<file path="src/rtl/datapath_ctrl.sv">
// datapath_ctrl: multi-cycle sequencer for the 64-bit register-file/ALU datapath.
// It accepts one RV64 R-type instruction through a valid/ready handshake. It then steps
// the datapath through DECODE, EXECUTE and WRITEBACK, and reports completion with the
// captured ALU zero flag.
//
// Ports:
//   clock, reset       rising-edge clock, synchronous active-low reset
//   instr_valid/instr  instruction offer (32-bit RV64 word)
//   instr_ready        high only in IDLE (registered)
//   zero_flag          ALU zero result, sampled on the EXECUTE->WRITEBACK edge
//   reg_read_1/2       rs1/rs2 addresses, zero-extended to ADDR_W
//   reg_write          rd address, zero-extended to ADDR_W
//   reg_write_cmd      register-file write enable (WRITEBACK, legal, rd != 0)
//   alu_control        ALU operation code
//   done               one-cycle completion pulse (WRITEBACK)
//   done_zero          captured zero flag, valid with done
//   done_illegal       instruction was not a legal R-type, valid with done
//   retired_count      legal instructions completed (wraps)
module datapath_ctrl #(
  parameter int unsigned ADDR_W = 8,
  parameter int unsigned CNT_W  = 16
) (
  input  logic              clock,
  input  logic              reset,
  input  logic              instr_valid,
  input  logic [31:0]       instr,
  output logic              instr_ready,
  input  logic              zero_flag,
  output logic [ADDR_W-1:0] reg_read_1,
  output logic [ADDR_W-1:0] reg_read_2,
  output logic [ADDR_W-1:0] reg_write,
  output logic              reg_write_cmd,
  output logic [7:0]        alu_control,
  output logic              done,
  output logic              done_zero,
  output logic              done_illegal,
  output logic [CNT_W-1:0]  retired_count
);

  typedef enum logic [1:0] {StIdle, StDecode, StExecute, StWriteback} state_e;

  state_e state_q, state_d;

  logic              ready_q;
  logic [ADDR_W-1:0] rs1_q, rs2_q, rd_q;
  logic [7:0]        alu_q;
  logic              legal_q;
  logic              write_cmd_q;
  logic              done_q;
  logic              done_zero_q;
  logic              done_illegal_q;
  logic [CNT_W-1:0]  count_q;

  logic [7:0] dec_alu;
  logic       dec_legal;
  logic       accept;

  // Decode is done straight off the incoming word, so the registered addresses and
  // operation code are already valid in the DECODE cycle.
  always_comb begin
    dec_alu   = 8'h00;
    dec_legal = 1'b0;
    if (instr[6:0] == 7'h33) begin
      case ({instr[31:25], instr[14:12]})
        {7'h00, 3'd0}: begin dec_alu = 8'h00; dec_legal = 1'b1; end  // ADD
        {7'h20, 3'd0}: begin dec_alu = 8'h01; dec_legal = 1'b1; end  // SUB
        {7'h00, 3'd1}: begin dec_alu = 8'h02; dec_legal = 1'b1; end  // SLL
        {7'h00, 3'd2}: begin dec_alu = 8'h03; dec_legal = 1'b1; end  // SLT
        {7'h00, 3'd3}: begin dec_alu = 8'h04; dec_legal = 1'b1; end  // SLTU
        {7'h00, 3'd4}: begin dec_alu = 8'h05; dec_legal = 1'b1; end  // XOR
        {7'h00, 3'd5}: begin dec_alu = 8'h06; dec_legal = 1'b1; end  // SRL
        {7'h20, 3'd5}: begin dec_alu = 8'h07; dec_legal = 1'b1; end  // SRA
        {7'h00, 3'd6}: begin dec_alu = 8'h08; dec_legal = 1'b1; end  // OR
        {7'h00, 3'd7}: begin dec_alu = 8'h09; dec_legal = 1'b1; end  // AND
        default:       begin dec_alu = 8'h00; dec_legal = 1'b0; end
      endcase
    end
  end

  // ready_q stays low through the cycle following a reset edge, so the state check
  // alone is not enough to gate the handshake.
  assign accept = (state_q == StIdle) && ready_q && instr_valid;

  always_comb begin
    state_d = state_q;
    case (state_q)
      StIdle:      if (accept) state_d = StDecode;
      StDecode:    state_d = legal_q ? StExecute : StWriteback;
      StExecute:   state_d = StWriteback;
      StWriteback: state_d = StIdle;
      default:     state_d = StIdle;
    endcase
  end

  always_ff @(posedge clock) begin
    if (!reset) begin
      state_q        <= StIdle;
      ready_q        <= 1'b0;
      rs1_q          <= '0;
      rs2_q          <= '0;
      rd_q           <= '0;
      alu_q          <= 8'h00;
      legal_q        <= 1'b0;
      write_cmd_q    <= 1'b0;
      done_q         <= 1'b0;
      done_zero_q    <= 1'b0;
      done_illegal_q <= 1'b0;
      count_q        <= '0;
    end else begin
      state_q <= state_d;
      ready_q <= (state_d == StIdle);
      if (accept) begin
        rs1_q   <= ADDR_W'(instr[19:15]);
        rs2_q   <= ADDR_W'(instr[24:20]);
        rd_q    <= ADDR_W'(instr[11:7]);
        alu_q   <= dec_alu;
        legal_q <= dec_legal;
      end
      // Completion outputs are set on the edge into WRITEBACK and cleared on the way out.
      write_cmd_q    <= (state_d == StWriteback) && legal_q && (rd_q != '0);
      done_q         <= (state_d == StWriteback);
      done_illegal_q <= (state_d == StWriteback) && !legal_q;
      // Only the EXECUTE->WRITEBACK edge samples zero_flag; illegal ones skip EXECUTE.
      done_zero_q    <= (state_q == StExecute) ? zero_flag : 1'b0;
      if ((state_q == StWriteback) && legal_q) begin
        count_q <= count_q + CNT_W'(1);
      end
    end
  end

  assign instr_ready   = ready_q;
  assign reg_read_1    = rs1_q;
  assign reg_read_2    = rs2_q;
  assign reg_write     = rd_q;
  assign alu_control   = alu_q;
  assign reg_write_cmd = write_cmd_q;
  assign done          = done_q;
  assign done_zero     = done_zero_q;
  assign done_illegal  = done_illegal_q;
  assign retired_count = count_q;

endmodule

</file>
<file path="config.mk">
export PLATFORM = sky130hd
export DESIGN_NAME = datapath_ctrl
export DESIGN_NICKNAME = d
export VERILOG_FILES = /design/src/rtl/datapath_ctrl.sv
export SDC_FILE = /design/constraint.sdc
export NUM_CORES = 1
export LEC_CHECK = 0
export ABC_AREA = 1
export ABC_CLOCK_PERIOD_IN_PS = 1800
export CAP_MARGIN = 20
export CELL_PAD_IN_SITES_DETAIL_PLACEMENT = 0
export CELL_PAD_IN_SITES_GLOBAL_PLACEMENT = 1
export CORE_ASPECT_RATIO = 0.8
export CORE_MARGIN = 2
export CORE_UTILIZATION = 29
export DETAILED_ROUTE_END_ITERATION = 16
export PLACE_DENSITY_LB_ADDON = 0.25
export SYNTH_ARGS = -nofsm -noshare
export SYNTH_HDL_FRONTEND = slang
export SYNTH_SLANG_ARGS = --single-unit
</file>
<file path="constraint.sdc">
create_clock -name clock -period 1.8 [get_ports clock]
set_input_delay 0.18 -clock clock [delete_from_list [all_inputs] [get_ports clock]]
set_output_delay 0.18 -clock clock [all_outputs]
set_load 0.01 [all_outputs]
</file>
==> results.toml, run 1 <==
[place]
portBuffers = 75
dp_hpwl_mm = 3.75
gp_congestion = 0.760

[critical_path]
cp.required_ps = 2020
ff2ff_setup_slack_ps = 240
timing.critical_path.to = "alu_control[0]"
startpoint_type = "flip-flop"
critPathCaptureType = "flip-flop"
cp_slowest_cell = "nor3_1"
path_cells = "inv_1 > ha_1 > nand3_1 > nor3_1 > inv_1 > o21bai_1 > a21oi_1"
setup.worst_path.start = "state_q[0]"
critical_path_arrival_ps = 1780
worstReg2RegStart = "state_q[0]"
r2r-end = "alu_control[0]"
cp_common_cell = "inv_1"
worstSetupPathType = "reg2reg"
critPathMaxFanout = 3
ff2ff_path_depth = 7
crit_path_max_incr_delay_ps = 360

[synthesis]
synth-warning-count = 0
syn-cell-area_um2 = 2130
syn_avg_cell_area_um2 = 7.29
synth-simple-area-share_pct = 27.3
async_flop_share_pct = 0
synth-xor-area-share_pct = 0
synthFlopType = "dfxtp_1"
synthDominantCellAreaShare_pct = 40.4
synthAdderAreaFrac_pct = 2.94
synthMuxAreaShare_pct = 0
synth_top_family_by_area = "simple AND/OR/NAND/NOR gates"
synth_largest_area_cell = "dfxtp_1"
yosysSeqAreaShare_pct = 40.4
synthTopCellsByArea = "dfxtp_1, inv_1, nand2_1, a21oi_1, o21ai_0"
synth_common_cells = "inv_1, dfxtp_1, nand2_1"
synth_most_common_cell = "inv_1"
synth_compound_area_share_pct = 14.3
synth_edf_count = 0
synth_cells = 292
synth.distinct_cells = 30
synth-seq-cells = 43

[final_layout]
insertedDiodeCount = 0
final_util_pct = 43.8
register_area_um2 = 861
multi_input_area_um2 = 997
fin_nets = 411
fillers = 721
drive_gt1_share_pct = 7.28
synthToLayoutAreaGrowth_pct = 43.8

[global_route]
grt-ovfl-total = 0
antenna_found_initial = 0
first_global_vias = 1799
grt_usage_pct = 12.3
grt_pass1_wl_mm = 7.98
grt_max_degree = 38

[die]
start_util_pct = 30.4
core_area_um2 = 6990
rows = 27
ios = 89
die_y_um = 80.6
dieArea_um2 = 8040
dieWidth_um = 99.8

[route]
first_pass_iters = 4
drt_iter0_drc = 55
wl_per_cell_um = 10.4
routed_wl_mm = 4.78
detail-route-antenna-nets = 0
routed-via-count = 1927
viasPerCell = 4.21
drc = 0

[run_status]
status = "finished, final reports clean"

[timing]
max_clock_freq_mhz = 639
grt_setup_unrepaired = "no"
tns_ps = 0
skew_ps = 4.11
slew_violations = 0
hold_violations = 0
fin_crit_ps = 1560
setup_violations = 0
fin_crit_sh_pct = 86.9

[clocking]
cts_buffers = 5
cts_sinks = 43
cts_tree = "built"
htree_levels = 2
post-cts-setup-buffer-count = 0
post_cts_resized = 0
cts_hold_buf = 0
clk_latency_ps = 290
cts_buffer_depth = 2
path_clk_slew_ps = 80
cts_root_buf = "clkbuf_8"

[power]
power_density_nw_per_um2 = 852
cellLeakagePower_nw = 1.32
power.total_mw = 2.61
peakVddDrop_mv = 0.385

[flow_run]
drv_cap = 0

[worst_hold_path]
hold_class = "reg2reg"
flip-flops by register name (all words and copies together) (netlist names), 2 cells and up:
register       count
retired_count     16
alu_control        4
reg_read_1         5
reg_write          5
state_q            2
reg_read_2         5
placed cells by master, fill, tap and decap left out, drive strengths merged:
| cell type | n |
|---|---|
| buf | 4 |
| ha | 5 |
| nor2 | 37 |
| o21a | 1 |
| o21ai | 26 |
| conb | 13 |
| clkinv | 3 |
| clkbuf | 5 |
| nor3 | 10 |
| nand2 | 46 |
| dfxtp | 43 |
| a31oi | 1 |
| inv | 49 |
| a211o | 1 |
| nand4 | 1 |
| o21bai | 1 |
| bufinv | 1 |
| clkdlybuf4s50 | 75 |
| a21oi | 26 |
| and3 | 1 |
| nand3b | 1 |
| o21ba | 1 |
| nand3 | 20 |
worst min-delay path by stage:
stage | startpoint | to | slack (ps) | depth (start not counted)
after floorplan | zero_flag | done_zero | 300 | 2
after global routing | zero_flag | done_zero | 460 | 3
after CTS | reg_read_1[3] | reg_read_1[3] | 450 | 2
after global placement | reg_read_1[3] | reg_read_1[3] | 430 | 2
final | reg_read_1[2] | reg_read_1[2] | 440 | 2
after detailed placement | reg_read_1[2] | reg_read_1[2] | 440 | 2
stage by stage:
stage,worst slack [ps],instances,area [um^2],hold WS (ps)
CTS,213,458,3060,449
global route,34.4,458,3060,456
floorplan,395,304,2170,301
detailed placement,215,450,2950,435
finish,235,458,3060,443
global placement,251,450,2950,430
power by group:
| part | internal, mW | switching, mW | total (mW) |
|---|---|---|---|
| sequential | 1.07 | 0.0588 | 1.13 |
| combinational | 0.373 | 0.355 | 0.729 |
| clock | 0.413 | 0.339 | 0.753 |
layer usage:
metal | up-vias | track usage (%) | wire [um]
met4 | 0 | 2.88 | 19
met2 | 49 | 19.3 | 1980
met5 | - | 0 | 0
met1 | 826 | 16.5 | 2450
met3 | 2 | 3.83 | 324
li1 | 1050 | - | -
cell type report:
cell class / count / area share, %
Clock buffer: 5 / 2.25
Clock inverter: 3 / 1.43
Sequential cell: 43 / 28.1
Timing Repair Buffer: 79 / 25.9
Tap cell: 87 / 3.56
Multi-Input combinational cell: 191 / 32.6
Inverter: 50 / 6.13
critical path, delay by kind of cell, from the launching register on:
family / cells / cell delay, ps
flops: 1 / 330
simple gates: 2 / 500
buf+inv: 2 / 190
compound gates: 2 / 270
fa+ha+maj: 1 / 200
cells by family (layout without fill, tap and decap cells):
family / count (synthesis) / in the layout
buf+inv: 70 / 137
other cells: 1 / 13
simple gates: 116 / 116
flops: 43 / 43
fa+ha+maj: 5 / 5
compound gates: 57 / 57
Power figures use the tool's default switching activity.
==> inputs of run 2 (changes only) <==
--- a/config.mk
+++ b/config.mk
@@ -6,13 +6,13 @@
 export NUM_CORES = 1
 export LEC_CHECK = 0
 export ABC_AREA = 1
-export ABC_CLOCK_PERIOD_IN_PS = 1800
+export ABC_CLOCK_PERIOD_IN_PS = 1400
 export CAP_MARGIN = 20
 export CELL_PAD_IN_SITES_DETAIL_PLACEMENT = 0
 export CELL_PAD_IN_SITES_GLOBAL_PLACEMENT = 1
 export CORE_ASPECT_RATIO = 0.8
 export CORE_MARGIN = 2
-export CORE_UTILIZATION = 29
+export CORE_UTILIZATION = 26
 export DETAILED_ROUTE_END_ITERATION = 16
 export PLACE_DENSITY_LB_ADDON = 0.25
 export SYNTH_ARGS = -nofsm -noshare
==> constraint.sdc (replaced) <==
create_clock -name clock -period 1.4 [get_ports clock]
set_input_delay 0.14 -clock clock [delete_from_list [all_inputs] [get_ports clock]]
set_output_delay 0.14 -clock clock [all_outputs]
set_load 0.01 [all_outputs]
==> results.toml, run 2 (synthesis results as in run 1) <==
[run_status]
status = "finished, final reports clean"

[clocking]
cts_buffer_depth = 2
cts_sinks = 43
clk_latency_ps = 290
htree_levels = 2
cts_tree = "built"
path_clk_slew_ps = 80
cts_root_buf = "clkbuf_8"
cts_buffers = 5

[worst_hold_path]
hold_class = "in2reg"
hp-start = "zero_flag"

[route]
wl_per_cell_um = 10.4
wl_met1_mm = 2.73
routed-via-count = 2058
dr.max_layer_used = "met4"
drt_iter0_drc = 55
detail-route-antenna-nets = 0
first_pass_iters = 4
dr_wl_met3_um = 331
viasPerCell = 4.11
routed_wl_mm = 5.22
drc = 0
dr_wl_met2_mm = 2.15

[global_route]
grt_max_degree = 31
grt_usage_pct = 11.6
grt-ovfl-total = 0
first_global_vias = 1897
grt_pass1_wl_mm = 8.58
antenna_found_initial = 0

[critical_path]
path_cells = "ha_4 > nand2_4 > nor2_8 > nand4_4 > nor2_4 > nand3_2 > o21ai_1 > nor2_1"
cp_slowest_cell = "dfxtp_4"
cp.required_ps = 1580
startpoint_type = "flip-flop"
worstSetupPathType = "reg2reg"
crit_path_max_incr_delay_ps = 380
worstReg2RegStart = "state_q[1]"
crit_family = "simple AND/OR/NAND/NOR gates"
setup.worst_path.start = "state_q[1]"
ff2ff_setup_slack_ps = 40
critPathCaptureType = "flip-flop"
critPathMaxFanout = 4
critical_path_buf_inv_count = 0
critical_path_arrival_ps = 1540

[final_layout]
final_cell_mix = "clkdlybuf4s50_1, inv_1, nand2_1, dfxtp_1, nor2_1"
drive_gt1_share_pct = 18.1
final_util_pct = 42.1
insertedDiodeCount = 0
largest_reg_flops = 16
synthToLayoutAreaGrowth_pct = 57.3
final_common_cell = "clkdlybuf4s50_1"
fin_nets = 433

[place]
pre_cts_ws_ps = -247
portBuffers = 75
dp_hpwl_mm = 4.02
gp_congestion = 0.865

[die]
core_area_um2 = 7950
rows = 29
dieWidth_um = 105
die_y_um = 84.9
start_util_pct = 26.8
dieArea_um2 = 8930
ios = 89

[timing]
fin_crit_ps = 1360
holdWs_ps = 383
skew_ps = 8.30
max_clock_freq_mhz = 736
grt_setup_unrepaired = "yes"
setup_violations = 0
fin_ws_ps = 40.8
hold_violations = 0
fin_crit_sh_pct = 97.1
slew_violations = 0

[power]
cellLeakagePower_nw = 1.52
power_density_nw_per_um2 = 1090
peakVddDrop_mv = 0.475
power.total_mw = 3.64

[flow_run]
drv_cap = 0
[run 2: final cells by class]
cell class	count	area [um^2]
Clock buffer	6	82.6
Clock inverter	2	35.0
Fill cell	795	4600
Inverter	50	188
Multi-Input combinational cell	191	1070
Sequential cell	43	880
Tap cell	108	135
Timing Repair Buffer	101	957
[run 2: path summary, 6_finish.rpt]
check	endpoint	cells past startpoint
hold reg to reg	reg_read_2[0]	2
hold / removal	done_zero	3
setup / recovery	retired_count[15]	8
setup reg to reg	retired_count[15]	8
[run 2: repair_timing]
action	in CTS	in global routing
hold buffers	0	0
cloned	0	0
buffers inserted	2	1
gates resized for setup	19	19
pin swaps	3	4
hold endpoints to repair	0	0
endpoints found under the setup margin	33	32
[run 2: power breakdown]
group | total, mW | switching, mW | internal, mW
Combinational | 1.15 | 0.525 | 0.628
Clock | 0.992 | 0.415 | 0.577
Sequential | 1.49 | 0.104 | 1.39
[run 2: metal layers]
metal | track usage [%] | up-vias
met5 | 0 | -
li1 | - | 1094
met1 | 16.5 | 900
met3 | 3.53 | 2
met4 | 1.82 | 0
met2 | 17.7 | 62
[run 2: stage by stage]
step	std cells	cell area (um^2)	TNS, ps
after floorplan	304	2180	0
after global placement	490	3110	-792
after global routing	501	3350	-360
final	501	3350	0
after detailed placement	490	3110	-1010
after CTS	500	3280	-27.0
[run 2: tightest hold or removal path, cell delays in order]
cell and delay (ps):
clkdlybuf4s50_1 390, nand2_1 60, nor2_1 30
==> inputs of run 3 (changes only) <==
--- a/config.mk
+++ b/config.mk
@@ -14,7 +14,7 @@
 export CORE_MARGIN = 2
 export CORE_UTILIZATION = 26
 export DETAILED_ROUTE_END_ITERATION = 16
-export PLACE_DENSITY_LB_ADDON = 0.25
+export PLACE_DENSITY = 0.81
 export SYNTH_ARGS = -nofsm -noshare
 export SYNTH_HDL_FRONTEND = slang
 export SYNTH_SLANG_ARGS = --single-unit
==> results.toml, run 3 (synthesis results as in run 1) <==
[critical_path]
worstSetupPathType = "reg2reg"
cp.required_ps = 1590
ff2ff_setup_slack_ps = 30
r2r-end = "retired_count[15]"
critical_path_arrival_ps = 1560
worstReg2RegStart = "state_q[0]"
startpoint_type = "flip-flop"
ff2ff_path_depth = 8
critPathCaptureType = "flip-flop"
critPathMaxFanout = 4

[clocking]
cts_tree = "built"
cts_sinks = 43
path_clk_slew_ps = 80
cts_buffer_depth = 2
cts_buffers = 5
clk_latency_ps = 290
cts_hold_buf = 0
cts_root_buf = "clkbuf_8"
htree_levels = 2

[place]
dp_hpwl_mm = 4.16
gp_congestion = 0.863
portBuffers = 75
pre_cts_ws_ps = -140
placed_cell_area_um2 = 3100
dp.cells = 486

[power]
cellLeakagePower_nw = 1.56
peakVddDrop_mv = 0.436
power_density_nw_per_um2 = 1030

[route]
first_pass_iters = 4
detail-route-antenna-nets = 0
drc = 0
routed_wl_mm = 5.35
routed-via-count = 2069
viasPerCell = 4.15
drt_iter0_drc = 82
wl_per_cell_um = 10.7

[final_layout]
fin_nets = 430
fillers = 822
final_cell_mix = "clkdlybuf4s50_1, inv_1, nand2_1, dfxtp_1, nor2_1"
synthToLayoutAreaGrowth_pct = 55.6
largest_reg_flops = 16
final_area_um2 = 3310
register_area_um2 = 875
final_common_cell = "clkdlybuf4s50_1"
finalNonFillerCells = 498
drive_gt1_share_pct = 16.7
multi_input_area_um2 = 1070
insertedDiodeCount = 0

[timing]
hold_violations = 0
grt_setup_unrepaired = "yes"
fin_ws_ps = 30.3
setup_violations = 0
fin_crit_sh_pct = 97.8
skew_ps = 5.37
fin_crit_ps = 1370
max_clock_freq_mhz = 730
slew_violations = 0

[worst_hold_path]
hp-start = "zero_flag"
hold_end = "done_zero"
whs_path_depth = 3
hold_class = "in2reg"

[global_route]
grt_usage_pct = 11.9
grt-ovfl-total = 0
grt_pass1_wl_mm = 8.90
first_global_vias = 2061
antenna_found_initial = 0
grt_max_degree = 22

[die]
die_y_um = 84.9
start_util_pct = 26.8
dieWidth_um = 105
dieArea_um2 = 8930
rows = 29
ios = 89
core_area_um2 = 7950

[run_status]
status = "finished, final reports clean"

[flow_run]
drv_cap = 0
-- run 3: cell count changes in the layout (fill, tap and decap cells not counted), sizes merged --
cell / change
clkdlybuf4s50: -7
dlygate4sd2: +5
buf: -3
dlymetal6s2s: +2
bufinv: -1
clkinvlp: +1
-- run 3: metrics by stage --
stage | power [mW] | TNS, ps | util [%] | hold slack (ps)
finish | 3.41 | 0 | 41.7 | 404
global route | 3.67 | -327 | 41.7 | 411
CTS | 3.43 | 0 | 40.7 | 394
detailed placement | 2.53 | -566 | 39.0 | 435
global placement | 2.50 | -254 | 39.0 | 430
floorplan | 1.99 | 0 | - | 261
-- run 3: what timing repair did --
item	in CTS	in global routing
gates cloned	0	0
endpoints found under the setup margin	24	30
resized for setup	24	17
pin swaps	3	7
buffers inserted	1	3
-- run 3: metal layers --
layer | part of all wire [%] | track usage, % | up-vias
met5 | 0 | 0 | -
met2 | 46 | 20.4 | 63
li1 | - | - | 1088
met3 | 5.6 | 3.30 | 2
met4 | 0.22 | 2.42 | 0
met1 | 48 | 15.2 | 916
-- run 3: worst max path at each step --
stage	from	endpoint	slack, ps	cells after the start
after floorplan	state_q[0]	reg_read_1[4]	50	6
after global placement	instr[1]	alu_control[0]	-110	8
after detailed placement	instr[1]	alu_control[0]	-140	8
after CTS	retired_count[0]	retired_count[14]	9	8
after global routing	state_q[0]	retired_count[15]	-70	8
final	state_q[0]	retired_count[15]	30	8
-- run 3: worst max-delay path: stages, from the launching register on --
cell     delay (ps)
dfxtp_4         380
ha_4            140
nand2_4          80
nor2_8          100
nand4_4         120
nor2_4          170
nand3_2         100
o21ai_2         120
nor2_1           50
-- run 3: area by class of cell --
| type | instances | area share, % |
|---|---|---|
| clock buffers | 6 | 2.19 |
| clock inverters | 2 | 0.378 |
| inverters | 50 | 5.67 |
| multi-input cells | 191 | 32.5 |
| flip-flops and latches | 43 | 26.4 |
| well taps | 108 | 4.08 |
| repair buffers | 98 | 28.8 |
-- run 3: power breakdown --
part | leakage, nW | switching, mW | total (mW) | internal [mW]
sequential | 0.352 | 0.0949 | 1.48 | 1.39
clock | 0.0412 | 0.416 | 0.765 | 0.349
combinational | 1.16 | 0.534 | 1.16 | 0.629
